### src/rtl/axis_dm_cmd_gen.sv
// AXI DataMover command generator: slices a buffer into INCR commands capped at MAX_BURST_LEN
// that never cross a 4 KB boundary, and uses returned status to bound the commands in flight.
module axis_dm_cmd_gen #(
    parameter int ADDR_WIDTH      = 32,
    parameter int BTT_WIDTH       = 23,
    parameter int MAX_BURST_LEN   = 512,
    parameter int MAX_OUTSTANDING = 4,
    parameter bit DIR_S2MM        = 1'b1
) (
    input  logic                  clk,
    input  logic                  reset,
    input  logic                  start,
    input  logic                  abort,
    input  logic                  continuous,
    input  logic [ADDR_WIDTH-1:0] base_addr,
    input  logic [31:0]           total_size,
    output logic [ADDR_WIDTH+39:0] m_axis_cmd_tdata,
    output logic                  m_axis_cmd_tvalid,
    input  logic                  m_axis_cmd_tready,
    input  logic [7:0]            s_axis_sts_tdata,
    input  logic                  s_axis_sts_tvalid,
    output logic                  s_axis_sts_tready,
    output logic                  busy,
    output logic                  done,
    output logic                  err,
    output logic [15:0]           frame_count,
    output logic [3:0]            outstanding
);

    // Handshakes: a beat transfers on a rising edge where valid and ready are both high; once
    // tvalid is raised, tdata and tvalid hold until that edge. Status is always accepted.
    typedef enum logic [1:0] {
        ST_IDLE  = 2'd0,
        ST_ISSUE = 2'd1,
        ST_DRAIN = 2'd2
    } state_t;

    state_t                  r_state;
    logic [ADDR_WIDTH-1:0]   r_base;
    logic [ADDR_WIDTH-1:0]   r_addr;
    logic [31:0]             r_total;
    logic [31:0]             r_remaining;
    logic [3:0]              r_tag;
    logic [3:0]              r_outstanding;
    logic                    r_tvalid;
    logic [ADDR_WIDTH+39:0]  r_tdata;
    logic                    r_err;
    logic                    r_done;
    logic                    r_stop;
    logic [15:0]             r_frame_cnt;
    logic [15:0]             r_eof_mask;

    logic [31:0]             w_to_4k;
    logic [31:0]             w_min_burst;
    logic [31:0]             w_chunk;
    logic [22:0]             w_btt;
    logic                    w_last;
    logic [ADDR_WIDTH+39:0]  w_cmd;
    logic                    w_hs;
    logic                    w_sts_accept;
    logic                    w_sts_stray;
    logic                    w_sts_bad;
    logic [3:0]              w_sts_tag;
    logic                    w_stop;
    logic [15:0]             w_eof_mask_nxt;
    logic                    w_unused;

    assign w_to_4k     = 32'd4096 - {20'd0, r_addr[11:0]};
    assign w_min_burst = (r_remaining < 32'(MAX_BURST_LEN)) ? r_remaining : 32'(MAX_BURST_LEN);
    assign w_chunk     = (w_min_burst < w_to_4k) ? w_min_burst : w_to_4k;
    assign w_btt       = 23'(w_chunk[BTT_WIDTH-1:0]);
    assign w_last      = (w_chunk == r_remaining);
    assign w_cmd       = {4'b0000, r_tag, r_addr, 1'b0, w_last, 6'b000000, 1'b1, w_btt};

    assign w_hs         = r_tvalid & m_axis_cmd_tready;
    assign w_sts_tag    = s_axis_sts_tdata[3:0];
    assign w_sts_bad    = ~s_axis_sts_tdata[7] | (|s_axis_sts_tdata[6:4]);
    assign w_sts_accept = s_axis_sts_tvalid & (r_outstanding != 4'd0);
    assign w_sts_stray  = s_axis_sts_tvalid & (r_outstanding == 4'd0);
    // Anything that must prevent the next command from being presented, including this cycle's events.
    assign w_stop       = r_stop | abort | (w_sts_accept & w_sts_bad);

    // Tags whose command closed a frame; its OKAY status is what counts a completed frame.
    always_comb begin
        w_eof_mask_nxt = r_eof_mask;
        if (w_sts_accept) begin
            w_eof_mask_nxt[w_sts_tag] = 1'b0;
        end
        if (w_hs && w_last) begin
            w_eof_mask_nxt[r_tag] = 1'b1;
        end
    end

    always_ff @(posedge clk) begin
        if (reset) begin
            r_state       <= ST_IDLE;
            r_base        <= '0;
            r_addr        <= '0;
            r_total       <= '0;
            r_remaining   <= '0;
            r_tag         <= '0;
            r_outstanding <= '0;
            r_tvalid      <= 1'b0;
            r_tdata       <= '0;
            r_err         <= 1'b0;
            r_done        <= 1'b0;
            r_stop        <= 1'b0;
            r_frame_cnt   <= '0;
            r_eof_mask    <= '0;
        end else begin
            r_done     <= 1'b0;
            r_eof_mask <= w_eof_mask_nxt;

            if (w_sts_stray || (w_sts_accept && w_sts_bad)) begin
                r_err <= 1'b1;
            end
            if (w_sts_accept && r_eof_mask[w_sts_tag] && !w_sts_bad) begin
                r_frame_cnt <= r_frame_cnt + 16'd1;
            end

            case ({w_hs, w_sts_accept})
                2'b10:   r_outstanding <= r_outstanding + 4'd1;
                2'b01:   r_outstanding <= r_outstanding - 4'd1;
                default: r_outstanding <= r_outstanding;
            endcase

            case (r_state)
                ST_IDLE: begin
                    if (start) begin
                        r_base      <= base_addr;
                        r_addr      <= base_addr;
                        r_total     <= total_size;
                        r_remaining <= total_size;
                        r_tag       <= '0;
                        r_err       <= 1'b0;
                        r_frame_cnt <= '0;
                        r_stop      <= 1'b0;
                        if (total_size == 32'd0) begin
                            r_done <= 1'b1;
                        end else begin
                            r_state <= ST_ISSUE;
                        end
                    end
                end

                ST_ISSUE: begin
                    if (abort || (w_sts_accept && w_sts_bad)) begin
                        r_stop <= 1'b1;
                    end
                    if (w_hs) begin
                        r_tvalid    <= 1'b0;
                        r_addr      <= r_addr + ADDR_WIDTH'(w_chunk);
                        r_remaining <= r_remaining - w_chunk;
                        r_tag       <= r_tag + 4'd1;
                        if (w_last && continuous && !w_stop) begin
                            r_addr      <= r_base;
                            r_remaining <= r_total;
                        end else if (w_last || w_stop) begin
                            r_state <= ST_DRAIN;
                        end
                    end else if (!r_tvalid) begin
                        if (w_stop) begin
                            r_state <= ST_DRAIN;
                        end else if (r_outstanding < 4'(MAX_OUTSTANDING)) begin
                            r_tvalid <= 1'b1;
                            r_tdata  <= w_cmd;
                        end
                    end
                end

                ST_DRAIN: begin
                    if (r_outstanding == 4'd0) begin
                        r_done  <= 1'b1;
                        r_state <= ST_IDLE;
                    end
                end

                default: r_state <= ST_IDLE;
            endcase
        end
    end

    // tvalid is masked by reset so a command disappears in the very cycle reset is raised.
    assign m_axis_cmd_tvalid = r_tvalid & ~reset;
    assign m_axis_cmd_tdata  = r_tdata;
    assign s_axis_sts_tready = 1'b1;
    assign busy              = (r_state != ST_IDLE);
    assign done              = r_done;
    assign err               = r_err;
    assign frame_count       = r_frame_cnt;
    assign outstanding       = r_outstanding;

    assign w_unused = &{1'b0, DIR_S2MM, w_chunk[31:BTT_WIDTH]};

endmodule

### config.mk
export PLATFORM = sky130hd
export DESIGN_NAME = axis_dm_cmd_gen
export DESIGN_NICKNAME = d
export VERILOG_FILES = /design/src/rtl/axis_dm_cmd_gen.sv
export SDC_FILE = /design/constraint.sdc
export NUM_CORES = 1
export LEC_CHECK = 0
export ABC_CLOCK_PERIOD_IN_PS = 9200
export CORE_MARGIN = 3
export CORE_UTILIZATION = 61
export CTS_CLUSTER_DIAMETER = 40
export DETAILED_ROUTE_END_ITERATION = 10
export PLACE_DENSITY = 0.94
export SLEW_MARGIN = 20
export SYNTH_ARGS = -nofsm -noshare
export SYNTH_HDL_FRONTEND = slang
export SYNTH_SLANG_ARGS = --single-unit
### constraint.sdc
create_clock -name clk -period 9.2 [get_ports clk]
set_input_delay 1.84 -clock clk [delete_from_list [all_inputs] [get_ports clk]]
set_output_delay 1.84 -clock clk [all_outputs]
set_load 0.05 [all_outputs]
Yosys cells after proc, flatten, opt, wreduce, memory -nomap -nowiden --
Index checks and enable logic that the tools add are counted.
Word-level totals: register bits after elaboration 235, input port bits 79, output and inout port bits 97, word-level logic and storage cells 132
Operators by class: add/sub/neg operators 7, $lt $le $gt $ge 7, equal/unequal tests 14, multiplexer cells 48, bitwise operators 16, reduce and logical (&&, ||, !) cells 26
Operators with widths (number):
- 2-to-1 mux 32 bit | 8
- one-hot mux 32 bit (2 select lines) | 2
- 2-to-1 mux 16 bit | 5
- adder 32 bit | 1
- == test 32 bit | 1
- logical NOT 32 bit | 1
- less-than comparator 32 x 10 -> 1 bit (second input constant) | 1
- less-than comparator 32 bit | 1
- subtractor 32 bit | 1
- adder 16 x 1 -> 16 bit (second input constant) | 1
- bitwise AND 16 bit | 1
- 2-to-1 mux 2 bit | 8
- NOT 16 bit | 1
- OR 16 bit | 1
- one-hot mux 4 bit (2 select lines) | 2
- 2-to-1 mux 1 bit | 15
- subtractor 13 x 12 -> 14 bit (first input constant) | 1
- inequality test 3 bit (second input constant) | 4
- less-than comparator 4 x 5 -> 1 bit (second input constant) | 2
- inequality test 2 bit (second input constant) | 5
- adder 4 x 1 -> 4 bit (second input constant) | 2
- demux 1 bit (select 4 bit) | 2
- >= comparator 4 x 1 -> 1 bit (second input constant) | 2
- logical AND 1 bit | 8
- 22 further kinds | 42

Depth between registers and ports, before layout --
Gate-level depths: netlist of run 1.
word-level depth 10, depth in mapped cells 28, mapped depth without buffers 27

Worst setup path after synthesis of run 1 --
OpenSTA, ideal clock, no wires.
path kind register to register, start register r_addr[1], end register r_remaining[28], setup time 0.131 ns, data arrival time 6.208 ns, data required time 9.069 ns, path slack 2.861 ns, cell stages (with the launch flop) 29, buffers on the path 1, period minus slack after synthesis 6.339 ns, path through dfxtp_1 inv_1 ha_1 or3b_4 or4_4 nor2_1 xnor2_1 inv_1 ha_1 a21o_1 a21oi_1 nor2_1 a211o_2 nor2_1 clkbuf_1 mux2i_1 ha_1 inv_1 fa_1 a211oi_1 o21ai_1 a31oi_1 nor3b_1 a2111oi_2 o31ai_2 a311oi_2 o21ai_1 o2111ai_1 o211ai_1
On the way: word-level cells in the longest chain between the ends 9, elaborated cells between the ends (all ways) 10, those cells by class add/sub: 2; order compare: 1; eq/ne: 1; mux: 4; reduce/logical: 2
Ends and longest elaborated chain:
- start, declared | RTL line 40 | logic [ADDR_WIDTH-1:0] r_addr;
- start signal, assigned | RTL line 131 | r_addr <= base_addr;
- start signal, assigned | RTL line 152 | r_addr <= r_addr + ADDR_WIDTH'(w_chunk);
- start signal, assigned | RTL line 156 | r_addr <= r_base;
- subtractor 13 x 12 -> 14 bit (*) | RTL line 68 | assign w_to_4k = 32'd4096 - {20'd0, r_addr[11:0]};
- less-than comparator 32 bit (*) | RTL line 70 | assign w_chunk = (w_min_burst < w_to_4k) ? w_min_burst : w_to_4k;
- 2-to-1 mux 32 bit (*) | RTL line 70
- via w_chunk[0] | RTL line 55 | logic [31:0] w_chunk;
- branches (longest 3 deep; another with subtractor 32 bit)
- 2-to-1 mux 32 bit (*) | RTL line 155 | if (w_last && continuous && !w_stop) begin
- 2-to-1 mux 32 bit (*) | RTL line 150 | if (w_hs) begin
- one-hot mux 32 bit (2 select lines) (*) | RTL line 127 | case (r_state)
- end signal, assigned | RTL line 133 | r_remaining <= total_size;
- end signal, assigned | RTL line 153 | r_remaining <= r_remaining - w_chunk;
- end signal, assigned | RTL line 157 | r_remaining <= r_total;
- end, declared | RTL line 42 | logic [31:0] r_remaining;
Mark *: on every way through the listed nets, which the timed path passes. The select of a mux whose other input is x is not followed. A chain may end at the register's enable or synchronous reset.

Worst setup path in the final report of run 1 --
start register r_addr[0], end register r_remaining[26]
On the way: word-level cells in the longest chain between the ends 9, elaborated cells between the ends (all ways) 10, those cells by class add/sub: 2; order compare: 1; eq/ne: 1; mux: 4; reduce/logical: 2
Ends and longest elaborated chain (RTL line):
- subtractor 13 x 12 -> 14 bit (*) | 68
- less-than comparator 32 bit | 70
- 2-to-1 mux 32 bit (*) | 70
- via w_chunk[0] | 55
- branches (longest 3 deep; another with subtractor 32 bit)
- 2-to-1 mux 32 bit (*) | 155
- 2-to-1 mux 32 bit (*) | 150
- one-hot mux 32 bit (2 select lines) (*) | 127
Marked as above.

==> results of run 1 <==
[placed cells by master, fill, tap and decap left out, types with 35 or more instances in the layout]
cell / n
a21oi_1: 196
clkbuf_16: 35
nand2_1: 352
dfxtp_1: 235
nand3_1: 41
nor2_1: 116
clkdlybuf4s50_1: 162
inv_1: 48
conb_1: 51
ha_1: 81
xnor2_1: 47
o21ai_0: 52
a31oi_1: 40
[worst max-delay path, stage by stage, from the launching register on]
cell       delay, ps
dfxtp_1          360
inv_1            140
ha_1             200
or3b_4           400
or4_4            460
nor3_4           290
inv_2            160
ha_1             350
and3_1           200
o2111ai_1        130
a21oi_2          120
nor2_1           130
buf_4            250
mux2i_1          490
ha_1             260
inv_1             50
fa_1             420
a211oi_1         380
o21ai_1          140
a31oi_1          330
nor3b_1          130
a2111oi_2        470
o31ai_2          200
a311oi_2         380
o21ai_1          190
nand3b_1         220
a31oi_1          200
[metal layers]
layer	wire length [um]	share of wire, %	vias up
met4	1230	3.1	0
met5	0	0	-
met3	3580	9.0	121
li1	-	-	6404
met2	19100	48	678
met1	16000	40	6458
[per-stage QoR]
step / instances / total power, mW / hold slack (ps)
final: 2200 / 3.50 / 454
after global routing: 2200 / 3.65 / 473
after CTS: 2200 / 3.48 / 456
after detailed placement: 2137 / 2.10 / 445
after global placement: 2137 / 2.08 / 439
after floorplan: 1784 / 1.86 / 431
[registers in the layout, summed over array words and instances, names as in the netlist, 2 cells and up]
name,count
r_total,32
r_tag,4
r_remaining,32
m_axis_cmd_tdata,61
frame_count,16
outstanding,4
r_addr,32
r_state,2
r_base,32
r_eof_mask,16
[area by class of cell]
cell class              instances  area [um2]
fillers                      1555        5250
flip-flops and latches        235        4700
inverters                      49         184
clock inverters                23         282
well taps                     280         350
clock buffers                  40         935
multi-input cells            1399        8470
repair buffers                174        1720
[cells by family (layout without fill, tap and decap cells)]
logic type	Yosys count	in the layout	share of synthesized area (%)
AND/OR/NAND/NOR	687	687	22.8
buffers and inverters	150	286	4.81
AO/OA/AOI/OAI	463	463	21.5
XOR/XNOR	73	73	4.69
multiplexers	39	39	3.54
other	2	51	0.0551
adder cells (fa/ha/maj)	86	86	8.03
flip-flops	235	235	34.5
[worst min-delay path by stage]
stage,endpoint,slack (ps)
global placement,r_base[9],440
CTS,m_axis_cmd_tdata[55],460
detailed placement,m_axis_cmd_tdata[14],450
finish,r_base[29],450
floorplan,r_total[16],430
global route,m_axis_cmd_tdata[50],470
[power by group]
group / leakage [nW] / internal [mW] / switching (mW) / total, mW
clock: 0.591 / 0.841 / 0.536 / 1.38
sequential: 1.92 / 1.08 / 0.0550 / 1.13
combinational: 4.10 / 0.382 / 0.603 / 0.985
total: 6.60 / 2.30 / 1.19 / 3.50
==> flow_metrics.py, run 1 <==
metrics = {
    "job": {
        "maxCapViolCount": 0,
    },
    "synthesis": {
        "async_flop_share_pct": 0,
        "syn-cell-area_um2": 13600,
        "synth_cells": 1735,
        "yosys_register_bits": 235,
        "yosysMostFrequentCell": "nand2_1",
        "synth_ff_type": "dfxtp_1",
        "ys_warn_count": 0,
        "yosysTopAreaCell": "dfxtp_1",
        "synth-seq-area-share_pct": 34.5,
        "synth_top_area_share_pct": 34.5,
        "syn_area_per_cell_um2": 7.85,
        "ys_top_cells_by_count": "353 x nand2_1, 235 x dfxtp_1, 196 x a21oi_1",
        "yosysUniqueCellTypes": 93,
        "ys_top_cells_by_area": "dfxtp_1 35%, nand2_1 9.7%, ha_1 7.4%",
        "synth-edff-count": 0,
    },
    "setup_path": {
        "r2r_slack_ps": 2070,
        "r2r_start": "r_addr[0]",
        "cp.arrival_ps": 7570,
        "endpoint_kind": "flop",
        "cp_max_fo": 18,
        "r2r_end": "r_remaining[26]",
        "crit_end": "r_remaining[26]",
        "crit_start": "r_addr[0]",
        "required_ps": 9630,
        "r2r_cells": 26,
        "critPathLaunchType": "flop",
        "critPathKind": "reg -> reg",
    },
    "place": {
        "pre_cts_ws_ps": 2280,
        "gp_congestion": 0.944,
        "dp_hpwl_mm": 27.7,
        "place_area_um2": 15400,
        "portBuffers": 163,
    },
    "die": {
        "num_io_pins": 176,
        "core_area_um2": 21900,
        "start_util_pct": 62.2,
        "dieWidth_um": 155,
        "die_y_um": 155,
        "rows": 54,
        "die-area_um2": 24200,
    },
    "cells_and_area": {
        "final_area_um2": 16600,
        "diodes": 0,
        "drive_gt1_share_pct": 6.72,
        "area_growth_pct": 22.1,
        "fin_util_pct": 76.0,
        "num-nets-final": 2057,
    },
    "cts": {
        "tritoncts": "built",
        "cts.clk_slew.worst_paths_ps": 60,
        "cts_made_buffers": 35,
        "cts_resized": 0,
        "insertion_delay_ps": 520,
        "htree_levels": 2,
        "clockBufferDepth": 3,
        "root_buffer": "clkbuf_16",
        "cts_sinks": 235,
        "holdBufCountCts": 0,
        "post-cts-setup-buffers": 0,
    },
    "global_routing": {
        "grtUsageMet3_pct": 6.15,
        "grt-ovfl-total": 0,
        "grt_util_met2_pct": 55.1,
        "antenna_found_initial": 0,
        "grtUsageMet1_pct": 40.0,
        "grt_pass1_vias": 13400,
        "groute.usage.overall_pct": 31.9,
        "grt_max_degree": 80,
        "grt_pass1_wl_mm": 64.9,
        "grt_busiest_layer": "met2",
    },
    "drt": {
        "wl_per_cell_um": 18.1,
        "drcViolationCount": 0,
        "vias": 13700,
        "routed_wl_mm": 39.9,
        "drtPass1Iterations": 6,
        "via_per_inst": 6.21,
        "ant_nets": 0,
        "drt_iter0_drc": 1220,
    },
    "sta": {
        "fin_crit_sh_pct": 77.5,
        "finalWorstSetupSlack_ps": 2070,
        "fin_crit_ps": 7130,
        "tightest_slew_ps": 1110,
        "tns_ps": 0,
        "setup_viol": 0,
        "finalHoldViolCount": 0,
        "finClkSkew_ps": 15.3,
        "rsz0062_at_grt": "false",
        "max_clock_freq_mhz": 140,
        "drv_slew": 0,
        "max_slew_margin_pct": 26.0,
    },
    "pwr": {
        "ir_drop_mv": 0.145,
        "power_density_nw_per_um2": 210,
        "leakage_nw": 6.60,
    },
    "hold_path": {
        "min_path_cells": 2,
        "hold_class": "reg -> reg",
        "hp-start": "r_base[29]",
    },
    "outcome": {
        "status": "finished, final reports clean",
    },
}
No activity file was read; power rests on OpenSTA's default activity.
==> run 2: changes to the inputs <==
- ABC_CLOCK_PERIOD_IN_PS: 9200 -> 7300
- CORE_UTILIZATION: 61 -> 56
- PLACE_DENSITY: 0.94 -> 0.88
- clock period: 9.2 -> 7.3 ns (I/O delays scaled with it)
==> run 2 against run 1 <==
Effect of this change: via count is 1.7% lower; sequential power is 27% higher; combinational power is 27% higher; power is 23% higher; first-iteration DRC count is 1.3% lower; count of clock-buffer cells in the layout is 1 lower; core utilization is 5.6 points lower; global-route usage is 3.0 points lower; sequential cell count stayed put; critical path type unchanged.
==> flow_metrics.py, run 2 (synthesis results as in run 1) <==
metrics = {
    "outcome": {
        "status": "finished, final reports clean",
    },
    "sta": {
        "max_clock_freq_mhz": 146,
        "setup_viol": 0,
        "tns_ps": 0,
        "max_slew_margin_pct": 23.3,
        "finClkSkew_ps": 18.7,
        "rsz0062_at_grt": "false",
        "finalWorstSetupSlack_ps": 433,
        "fin_crit_sh_pct": 94.1,
        "finalHoldViolCount": 0,
        "tightest_slew_ps": 1150,
        "drv_slew": 0,
        "fin_crit_ps": 6870,
    },
    "global_routing": {
        "groute.usage.overall_pct": 28.9,
        "grt_pass1_wl_mm": 63.8,
        "antenna_found_initial": 1,
        "grt_pass1_vias": 13200,
        "grt_max_degree": 100,
        "grt-ovfl-total": 0,
    },
    "die": {
        "die-area_um2": 26200,
        "dieWidth_um": 162,
        "die_y_um": 162,
        "core_area_um2": 23700,
        "rows": 56,
        "num_io_pins": 176,
        "start_util_pct": 57.5,
    },
    "setup_path": {
        "critPathKind": "reg -> reg",
        "slowest_delay_ps": 460,
        "critPathMostFrequentCell": "ha_1",
        "required_ps": 7730,
        "critPathLaunchType": "flop",
        "endpoint_kind": "flop",
        "cp.arrival_ps": 7300,
        "critPathSlowestCell": "or4_4",
        "cp_max_fo": 18,
    },
    "cts": {
        "htree_levels": 2,
        "cts.clk_slew.worst_paths_ps": 60,
        "cts_sinks": 235,
        "holdBufCountCts": 0,
        "tritoncts": "built",
        "cts_made_buffers": 35,
        "root_buffer": "clkbuf_16",
        "clockBufferDepth": 3,
        "insertion_delay_ps": 520,
    },
    "drt": {
        "drt_iter0_drc": 1204,
        "routed_wl_mm": 39.1,
        "ant_nets": 0,
        "drcViolationCount": 0,
        "wl_per_cell_um": 17.4,
        "via_per_inst": 5.99,
        "drtPass1Iterations": 7,
        "vias": 13400,
    },
    "pwr": {
        "leakage_nw": 6.58,
        "p_comb_share_pct": 28.9,
        "power_switching_share_pct": 34.2,
        "netSwitchingPower_mw": 1.48,
        "ir_drop_mv": 0.148,
        "power_density_nw_per_um2": 259,
        "clock_power_share_pct": 38.0,
        "pwr-share-seq_pct": 33.1,
        "p_int_mw": 2.84,
    },
    "place": {
        "place_area_um2": 15500,
        "portBuffers": 163,
        "gp_congestion": 1.01,
        "pre_cts_ws_ps": 525,
        "dp_hpwl_mm": 28.0,
    },
    "cells_and_area": {
        "drive_gt1_share_pct": 6.86,
        "multi_input_area_um2": 8470,
        "layout_commonest_cell": "nand2_1",
        "fillers": 1867,
        "final_area_um2": 16700,
        "num-nets-final": 2062,
        "area_growth_pct": 22.4,
        "largest_register_ffs": 61,
        "final_cell_mix": "352 x nand2_1, 235 x dfxtp_1, 196 x a21oi_1, 162 x clkdlybuf4s50_1, 117 x nor2_1",
        "seq_area_um2": 4700,
        "diodes": 0,
    },
    "hold_path": {
        "hold_class": "reg -> reg",
    },
    "job": {
        "maxCapViolCount": 0,
    },
}
[run 2: cell types whose count changed in the layout (fill, tap and decap cells not counted), moves of 2 or more]
cell,change
buf_4,+5
clkinv_4,-3
clkinvlp_4,+4
clkinv_2,+4
inv_6,-4
inv_8,-2
clkbuf_8,-2
clkinv_8,+3
[run 2: stage by stage]
stage | hold WS (ps) | total power [mW] | instances | util [%]
final | 451 | 4.32 | 2243 | 70.4
after global routing | 473 | 4.51 | 2243 | 70.4
after CTS | 453 | 4.30 | 2243 | 70.4
after detailed placement | 444 | 2.66 | 2181 | 65.5
after global placement | 439 | 2.63 | 2181 | 65.5
after floorplan | 431 | 2.34 | 1784 | -
[run 2: cell type report]
cell class / count / area share (%)
multi-input combinational: 1399 / 50.8
sequential: 235 / 28.2
timing repair buffer: 179 / 10.5
clock buffer: 39 / 5.46
tap: 319 / 2.39
clock inverter: 23 / 1.48
inverter: 49 / 1.10
[run 2: timing repair]
action,4_1_cts,5_1_grt
endpoints found under the setup margin,0,2
buffers inserted,0,0
gates resized for setup,0,2
[run 2: worst paths after layout]
kind	from	end	slack, ps	cells past startpoint
hold reg to reg	r_total[8]	r_total[8]	450	2
hold / removal	r_total[8]	r_total[8]	450	2
setup reg to reg	r_addr[0]	r_remaining[26]	430	26
setup / recovery	r_addr[0]	r_remaining[26]	430	26
[run 2: power groups by stage]
stage,clock network (mW),registers [mW],logic (mW)
floorplan,0,1.48,0.861
global placement,0,1.45,1.18
detailed placement,0,1.45,1.21
CTS,1.66,1.43,1.22
global route,1.71,1.44,1.36
finish,1.64,1.43,1.25
[run 2: critical path: cells and delay by family (launching register included)]
kind	cells	cell delay, ps
AO/OA/AOI/OAI	9	2480
AND/OR/NAND/NOR	8	1710
adder cells (fa/ha/maj)	4	1220
buffers and inverters	4	620
multiplexers	1	400
flip-flops	1	340
[run 2: routing by layer]
metal | track usage [%] | share of wire, % | up-vias
li1 | - | - | 6425
met1 | 36.9 | 41 | 6295
met2 | 48.8 | 47 | 604
met3 | 5.64 | 8.5 | 105
met4 | 10.5 | 3.3 | 0
met5 | 0.379 | 0 | -
==> run 3: changes to the inputs <==
- ABC_AREA: not set -> 1
- CAP_MARGIN: not set -> 25
- CORE_UTILIZATION: 56 -> 57
- PLACE_DENSITY: 0.88 -> 0.81
==> run 3 against run 2 <==
Effect of this change: combinational power rose to 2.7 times the previous value; largest cell class unchanged; sequential cell count did not move; worst setup slack improved by 420 ps; count of clock-buffer cells in the layout rose by 4; sequential power rose by 22%.
==> flow_metrics.py, run 3 <==
metrics = {
    "outcome": {
        "status": "finished, final reports clean",
    },
    "cts": {
        "cts_made_buffers": 36,
        "root_buffer": "clkbuf_16",
        "clockBufferDepth": 3,
        "holdBufCountCts": 0,
        "htree_levels": 2,
        "insertion_delay_ps": 520,
        "tritoncts": "built",
        "cts_resized": 0,
        "cts.clk_slew.worst_paths_ps": 60,
        "post-cts-setup-buffers": 0,
        "cts_sinks": 235,
    },
    "sta": {
        "max_clock_freq_mhz": 155,
        "max_slew_margin_pct": 34.3,
        "setup_viol": 0,
        "finalHoldViolCount": 0,
        "rsz0062_at_grt": "false",
        "tightest_slew_ps": 985,
        "fin_crit_ps": 6450,
        "finClkSkew_ps": 27.8,
        "drv_slew": 0,
        "fin_crit_sh_pct": 88.4,
        "tns_ps": 0,
    },
    "drt": {
        "routed_wl_mm": 42.8,
        "ant_nets": 0,
        "drtPass1Iterations": 6,
        "vias": 14600,
        "via_per_inst": 5.70,
        "wl_per_cell_um": 16.7,
        "drt_iter0_drc": 1359,
        "drcViolationCount": 0,
    },
    "die": {
        "num_io_pins": 176,
        "dieWidth_um": 163,
        "core_area_um2": 23800,
        "start_util_pct": 58.7,
        "die-area_um2": 26500,
        "die_y_um": 163,
        "rows": 56,
    },
    "setup_path": {
        "cp_max_fo": 24,
        "cp.arrival_ps": 6840,
        "slowest_delay_ps": 770,
        "critPathLaunchType": "flop",
        "endpoint_kind": "flop",
        "required_ps": 7690,
        "critPathKind": "reg -> reg",
        "critPathSlowestCell": "o21ai_0",
    },
    "synthesis": {
        "synth-edff-count": 0,
        "synth_top_area_share_pct": 33.6,
        "synth_ff_type": "dfxtp_1",
        "async_flop_share_pct": 0,
        "yosys_register_bits": 235,
        "ys_warn_count": 0,
        "ys_top_cells_by_count": "398 x nand2_1, 235 x dfxtp_1, 226 x nor2_1",
        "syn-cell-area_um2": 14000,
        "yosysUniqueCellTypes": 52,
        "yosysMostFrequentCell": "nand2_1",
        "synth-seq-area-share_pct": 33.6,
        "yosysTopAreaCell": "dfxtp_1",
        "synth_cells": 2049,
        "syn_area_per_cell_um2": 6.83,
        "ys_top_cells_by_area": "dfxtp_1 34%, nand2_1 11%, a21oi_1 7.5%",
    },
    "place": {
        "portBuffers": 163,
        "gp_congestion": 0.943,
        "dp_hpwl_mm": 30.4,
    },
    "cells_and_area": {
        "num-nets-final": 2376,
        "area_growth_pct": 21.8,
        "largest_register_ffs": 61,
        "final_cell_mix": "398 x nand2_1, 235 x dfxtp_1, 222 x nor2_1, 221 x inv_1, 209 x a21oi_1",
        "diodes": 0,
        "fin_util_pct": 71.6,
        "drive_gt1_share_pct": 4.78,
        "layout_commonest_cell": "nand2_1",
        "fillers": 2091,
    },
    "pwr": {
        "leakage_nw": 7.47,
        "power_density_nw_per_um2": 397,
        "ir_drop_mv": 0.243,
    },
    "global_routing": {
        "grt_max_degree": 91,
        "grt-ovfl-total": 0,
        "groute.usage.overall_pct": 31.9,
        "grt_pass1_vias": 13700,
        "antenna_found_initial": 0,
        "grt_pass1_wl_mm": 69.3,
    },
    "job": {
        "maxCapViolCount": 0,
    },
    "hold_path": {
        "hold_class": "reg -> reg",
    },
}
==> run 3: worst paths after layout <==
path / end / depth (start not counted) / slack (ps) / start
setup reg to reg: r_addr[25] / 31 / 850 / r_addr[0]
setup / recovery: r_addr[25] / 31 / 850 / r_addr[0]
hold reg to reg: m_axis_cmd_tdata[16] / 2 / 440 / m_axis_cmd_tdata[16]
hold / removal: m_axis_cmd_tdata[16] / 2 / 440 / m_axis_cmd_tdata[16]
==> run 3: layout make-up <==
class | count | area [um2] | share of cell area, %
clock buffer | 43 | 968 | 5.68
clock inverter | 21 | 200 | 1.17
inverter | 226 | 848 | 4.98
timing repair buffer | 174 | 1720 | 10.1
sequential | 235 | 4700 | 27.6
tap | 319 | 399 | 2.34
multi-input combinational | 1540 | 8210 | 48.1
==> run 3: kinds of logic (layout without fill, tap and decap cells) <==
logic type,after synthesis,in the layout,synth area share [%]
flip-flops,235,235,33.6
other,2,51,0.0537
XOR/XNOR,50,50,3.13
AND/OR/NAND/NOR,828,828,25.1
adder cells (fa/ha/maj),84,84,7.67
buffers and inverters,323,464,9.29
AO/OA/AOI/OAI,527,527,21.1
==> run 3: routing by layer <==
layer | wire (um) | share of wire, % | vias to the layer above | global-route usage (%)
met2 | 19300 | 45 | 625 | 51.5
met3 | 3190 | 7.5 | 115 | 4.09
li1 | - | - | 7152 | -
met5 | 0 | 0 | - | 0
met4 | 1600 | 3.7 | 0 | 13.0
met1 | 18700 | 44 | 6685 | 43.3
==> run 3: through the flow <==
step           std cells  setup WS [ps]  power [mW]  hold slack [ps]  cell area [um2]
2_1_floorplan       2098           2030        4.12              438            14200
3_3_place_gp        2494           1200        4.96              427            15900
5_1_grt             2558            185        7.21              459            17100
4_1_cts             2558            986        6.71              439            17100
3_5_place_dp        2494           1060        5.03              427            15900
6_report            2558            850        6.76              438            17100
==> run 3: report_power, final <==
group | internal [mW] | leakage [nW] | switching (mW)
sequential | 1.55 | 1.92 | 0.201
combinational | 1.11 | 4.98 | 2.26
clock | 0.978 | 0.567 | 0.668
total | 3.64 | 7.47 | 3.13
==> run 3: critical path, delay by kind of cell, from the launching register on <==
| kind | cells | cell delay (ps) |
|---|---|---|
| buf+inv | 2 | 190 |
| simple gates | 17 | 2620 |
| compound gates | 9 | 2410 |
| fa+ha+maj | 2 | 630 |
| flops | 1 | 360 |
| xor+xnor | 1 | 120 |
